--- src/rtl/bcd_pkg.sv ---
// Shared definitions for the serial BCD adder: controller state encoding,
// the largest legal BCD digit value, and a digit validity helper.
package bcd_pkg;

   localparam logic [3:0] BCD_MAX = 4'd9;

   typedef enum logic [1:0] {
      IDLE = 2'd0,
      ADD  = 2'd1,
      DONE = 2'd2
   } state_t;

   function automatic logic digit_invalid(input logic [3:0] digit);
      return digit > BCD_MAX;
   endfunction

endpackage

--- src/rtl/bcd_fadd.sv ---
// Single-digit BCD full adder: binary add plus decimal correction of +6
// (mod 16) whenever the binary sum exceeds 9.
module bcd_fadd
   import bcd_pkg::*;
(
   input  logic [3:0] a_i,
   input  logic [3:0] b_i,
   input  logic       c_i,
   output logic [3:0] s_o,
   output logic       c_o
);

   logic [4:0] bin_sum;

   // Binary digit sum followed by decimal correction
   always_comb begin
      bin_sum = {1'b0, a_i} + {1'b0, b_i} + {4'b0, c_i};
      s_o     = bin_sum[3:0];
      c_o     = 1'b0;
      if (bin_sum > {1'b0, BCD_MAX}) begin
         s_o = bin_sum[3:0] + 4'd6;
         c_o = 1'b1;
      end
   end

endmodule

--- src/rtl/bcd_serial_add_ctrl.sv ---
// Serial BCD adder controller: latches two packed BCD operands, then adds
// them one digit per cycle, LSB first, through a single reused bcd_fadd.
//
//   state | meaning
//   IDLE  | waiting for start, ready=1
//   ADD   | one digit processed per edge, start ignored
//   DONE  | result complete for one cycle, start accepted back-to-back
module bcd_serial_add_ctrl
   import bcd_pkg::*;
#(
   parameter int DIGITS = 4
) (
   input  logic                  clk,
   input  logic                  rst,
   input  logic                  start,
   output logic                  ready,
   input  logic [4*DIGITS-1:0]   a,
   input  logic [4*DIGITS-1:0]   b,
   input  logic                  cin,
   output logic                  busy,
   output logic                  done,
   output logic [4*DIGITS-1:0]   sum,
   output logic                  cout,
   output logic                  err
);

   // 3 bits covers digit indices 0..7 for the full 1..8 digit range
   localparam int         CW   = 3;
   localparam logic [CW-1:0] LAST = CW'(DIGITS - 1);

   state_t                state_q, state_d;
   logic [CW-1:0]         cnt_q, cnt_d;
   logic                  carry_q, carry_d;
   logic [4*DIGITS-1:0]   a_q, a_d;
   logic [4*DIGITS-1:0]   b_q, b_d;
   logic [4*DIGITS-1:0]   sum_q, sum_d;
   logic                  cout_q, cout_d;
   logic                  err_q, err_d;

   logic                  any_invalid;
   logic [3:0]            fadd_s;
   logic                  fadd_c;

   bcd_fadd u_fadd (
      .a_i (a_q[int'(cnt_q)*4 +: 4]),
      .b_i (b_q[int'(cnt_q)*4 +: 4]),
      .c_i (carry_q),
      .s_o (fadd_s),
      .c_o (fadd_c)
   );

   // Flag any non-BCD digit on the live operands, sampled only at acceptance
   always_comb begin
      any_invalid = 1'b0;
      for (int i = 0; i < DIGITS; i++) begin
         if (digit_invalid(a[i*4 +: 4]) || digit_invalid(b[i*4 +: 4])) begin
            any_invalid = 1'b1;
         end
      end
   end

   // Next-state and datapath update
   always_comb begin
      state_d = state_q;
      cnt_d   = cnt_q;
      carry_d = carry_q;
      a_d     = a_q;
      b_d     = b_q;
      sum_d   = sum_q;
      cout_d  = cout_q;
      err_d   = err_q;

      unique case (state_q)
         IDLE, DONE: begin
            if (start) begin
               a_d     = a;
               b_d     = b;
               carry_d = cin;
               sum_d   = '0;
               cnt_d   = '0;
               cout_d  = 1'b0;
               err_d   = any_invalid;
               state_d = ADD;
            end else if (state_q == DONE) begin
               state_d = IDLE;
            end
         end
         ADD: begin
            sum_d[int'(cnt_q)*4 +: 4] = fadd_s;
            carry_d = fadd_c;
            cnt_d   = cnt_q + 1'b1;
            if (cnt_q == LAST) begin
               cnt_d   = '0;
               cout_d  = fadd_c;
               state_d = DONE;
            end
         end
         default: state_d = IDLE;
      endcase
   end

   // State and datapath registers, cleared immediately by reset
   always_ff @(posedge clk or posedge rst) begin
      if (rst) begin
         state_q <= IDLE;
         cnt_q   <= '0;
         carry_q <= 1'b0;
         a_q     <= '0;
         b_q     <= '0;
         sum_q   <= '0;
         cout_q  <= 1'b0;
         err_q   <= 1'b0;
      end else begin
         state_q <= state_d;
         cnt_q   <= cnt_d;
         carry_q <= carry_d;
         a_q     <= a_d;
         b_q     <= b_d;
         sum_q   <= sum_d;
         cout_q  <= cout_d;
         err_q   <= err_d;
      end
   end

   // Status outputs decode straight from state so reset takes effect at once
   always_comb begin
      ready = (state_q != ADD);
      busy  = (state_q == ADD);
      done  = (state_q == DONE);
      sum   = sum_q;
      cout  = cout_q;
      err   = err_q;
   end

endmodule

--- config.mk ---
export PLATFORM = sky130hd
export DESIGN_NAME = bcd_serial_add_ctrl
export DESIGN_NICKNAME = d
export VERILOG_FILES = /design/src/rtl/bcd_pkg.sv /design/src/rtl/bcd_fadd.sv /design/src/rtl/bcd_serial_add_ctrl.sv
export SDC_FILE = /design/constraint.sdc
export NUM_CORES = 1
export LEC_CHECK = 0
export CAP_MARGIN = 20
export CORE_UTILIZATION = 41
export DETAILED_ROUTE_END_ITERATION = 12
export PLACE_DENSITY_LB_ADDON = 0.3
export SETUP_SLACK_MARGIN = 0.1
export SYNTH_ARGS = -nofsm -noshare
export SYNTH_HDL_FRONTEND = slang
export SYNTH_HIERARCHICAL = 1
export SYNTH_SLANG_ARGS = --single-unit
--- constraint.sdc ---
create_clock -name clk -period 3.5 [get_ports clk]
set_clock_uncertainty 0.15 [all_clocks]
set_input_delay 0.35 -clock clk [delete_from_list [all_inputs] [get_ports clk]]
set_output_delay 0.35 -clock clk [all_outputs]
set_load 0.01 [all_outputs]
==> results.toml <==
[run_status]
status = "finished with violations"
violations = "design-rule violations"

[logic_synthesis]
synth_cell_types = 39
synth_seq_area_share_pct = 49.8
syn_nets = 326
syn_area_sq_mm = 0.00282
syn_inst = 279
synth_warnings = 6
ys_seq_elements = 56
avgSynthCellArea_sq_um = 10.1

[detailed_routing]
vias = 2169
ant_nets = 0
drtPass1Iterations = 8
drc = 4
via_per_inst = 5.10
drt_iter0_markers = 68
wl_per_cell_microns = 14.7
wirelength_microns = 6260

[timing]
worst_pin_slew_ns = 0.834
fmax_mhz = 287
fin_crit_ns = 3.48
setup_violations = 0
min_period_over_period_pct = 99.4
rsz0062_at_grt = "true"
finalHoldViolCount = 0
slew_viol_final = 0
relSlewSlack_pct = 44.4

[setup_path]
worst-path-buf-inv = 1
slowest_stage = "mux4_2"
worstSetupPathType = "reg -> reg"
critPathTopFamily = "adder cells"
required_ns = 3.55
startpoint_type = "flip-flop"
cp_cell_sequence = "mux4_2, and2_4, fa_2, fa_2, xnor2_4, ha_4, a31o_4, buf_6, a2111oi_4, nor2b_2, a22o_1"
cp-end-kind = "flip-flop"
critPathMaxFanout = 4
slowest_delay_ns = 0.52
cp.arrival_ns = 3.53
cpMostUsedCell = "fa_2"

[die]
io_pins = 57
start_util_pct = 43.4
die_y_microns = 84.9
die-area_sq_mm = 0.00720
rows = 29
core_area_sq_mm = 0.00649
die_w_microns = 84.9

[clocking]
clock_latency_ns = 0.30
root_buffer = "clkbuf_8"
htree_num_levels = 2
cts_tree = "built"
cts_hold_buf = 0
path_clk_slew_ns = 0.09
cts_sinks = 56
clock_path_buffers = 2
numCtsBuffers = 5

[layout]
multi_input_area_sq_mm = 0.00138
fillerInstances = 579
seq_area_sq_mm = 0.00140
diodes = 0
area_growth_pct = 31.9
layout-drive-gt1-share_pct = 15.2
nets = 394
postLayoutCoreUtil_pct = 57.2

[grt]
met2_usage_pct = 33.7
grt-busiest-layer = "met2"
gr-usage-met1_pct = 23.5
grt_use_total_pct = 18.6
antenna_found_initial = 0
grt_pass1_vias = 2256
globalRouteOverflowTotal = 0
grt_pass1_wl_microns = 10500
grt_util_met3_pct = 3.11
grt_max_degree = 41

[placed_design]
hpwlAfterDp_microns = 4790
port_buffers = 56
gp_congestion = 0.803

[min_path]
holdCritPathClass = "reg -> reg"

[run]
max_cap_violations = 0
-- flip-flops by register name (all words and copies together), names as in the netlist --
signal / flops
err: 1
cnt_q: 3
cout: 1
b_q: 16
carry_q: 1
a_q: 16
sum: 16
state_q: 2
-- routing by layer --
metal  up-vias  part of all wire [%]
met5         -                     0
met4         0                  0.81
met3         6                   3.8
met2        51                    51
met1      1028                    44
li1       1084                     -
-- worst paths after layout --
check,start,endpoint,slack [ns],cells after the start
min,b_q[14],b_q[14],0.33,2
max in group asynchronous,rst,b_q[11],2.09,3
min reg2reg,b_q[14],b_q[14],0.33,2
max reg2reg,cnt_q[1],sum[11],0.02,11
min in group asynchronous,rst,sum[12],0.38,2
max,cnt_q[1],sum[11],0.02,11
-- synth_stat cells --
cell type	count	area share, %
o31ai_4	1	0.76
buf_2	8	1.4
fa_1	2	1.4
mux4_1	3	2.8
buf_6	3	1.2
dfrtp_1	56	50
a22o_1	13	4.0
nor2b_1	2	0.44
nand4_4	1	0.76
a21o_2	1	0.31
a31o_1	1	0.31
and3_1	1	0.22
a31oi_1	3	0.67
a2111oi_0	1	0.31
nor2b_2	1	0.31
nand2b_1	1	0.22
xnor2_1	2	0.62
a32o_1	1	0.36
o32a_1	1	0.36
inv_2	1	0.13
nand3_1	7	1.2
o22ai_1	1	0.22
o2111ai_1	1	0.31
o21ai_0	11	2.0
nor3_2	1	0.36
nand4_1	1	0.22
nor2_1	3	0.40
nor4_4	1	0.76
ha_1	9	4.0
and2_1	9	2.0
a21oi_1	4	0.71
nor3b_2	1	0.44
nand2_1	105	14
o21ai_1	4	0.71
nand2b_2	1	0.31
mux4_2	5	4.0
a22oi_1	1	0.27
inv_1	10	1.3
mux2i_1	1	0.36
-- what timing repair did --
action                     CTS  global route
gates resized for setup      4             6
buffers inserted             3             4
pin swaps                    0             9
setup endpoints to repair   13            13
-- worst reg2reg max path, cell delays in order (launching register included) --
cell and delay (ns):
dfrtp_2 0.43, mux4_2 0.52, and2_4 0.16, fa_2 0.36, fa_2 0.43, xnor2_4 0.19, ha_4 0.18, a31o_4 0.21
buf_6 0.12, a2111oi_4 0.29, nor2b_2 0.10, a22o_1 0.24
-- through the flow --
stage          instances   TNS [ns]  setup WS (ns)  area (sq um)  hold WS [ns]
6_report             425          0         0.0204          3710         0.330
5_1_grt              425     -0.847         -0.107          3710         0.352
4_1_cts              421  -0.000627      -0.000627          3650         0.332
3_5_place_dp         410     -0.108        -0.0436          3530         0.304
3_3_place_gp         410          0         0.0611          3530         0.304
2_1_floorplan        279          0         0.0574          2880         0.287
-- logic make-up (layout without fill, tap and decap cells) --
logic type	after synthesis	in the layout	synth area share, %
adders and majority gates	11	11	5.42
muxes	9	9	7.15
DFF	56	56	49.8
and+or+nand+nor	135	135	21.7
buffers and inverters	22	91	4.09
AOI/OAI and AO/OA	44	44	11.3
xor gates and xnor gates	2	2	0.622
-- area by class of cell --
type	count	share of cell area (%)
Sequential cell	56	37.8
Multi-Input combinational cell	201	37.2
Clock buffer	8	2.43
Tap cell	77	2.59
Timing Repair Buffer	72	18.9
Inverter	11	1.11
-- cells in the final DEF (no fill, tap or decap), drive strengths merged, types with 2 or more instances in the layout --
| cell type | count |
|---|---|
| ha | 9 |
| nor2b | 3 |
| a22o | 13 |
| and2 | 9 |
| inv | 11 |
| nand2 | 105 |
| mux4 | 8 |
| buf | 16 |
| fa | 2 |
| o21ai | 15 |
| dfrtp | 56 |
| a21oi | 4 |
| nor2 | 3 |
| nand4 | 2 |
| a31oi | 3 |
| nand2b | 2 |
| xnor2 | 2 |
| clkbuf | 8 |
| nand3 | 7 |
| clkdlybuf4s50 | 56 |
Power is not shown: default switching activity piles up to over one toggle a cycle in this logic, so the estimate is an artifact.
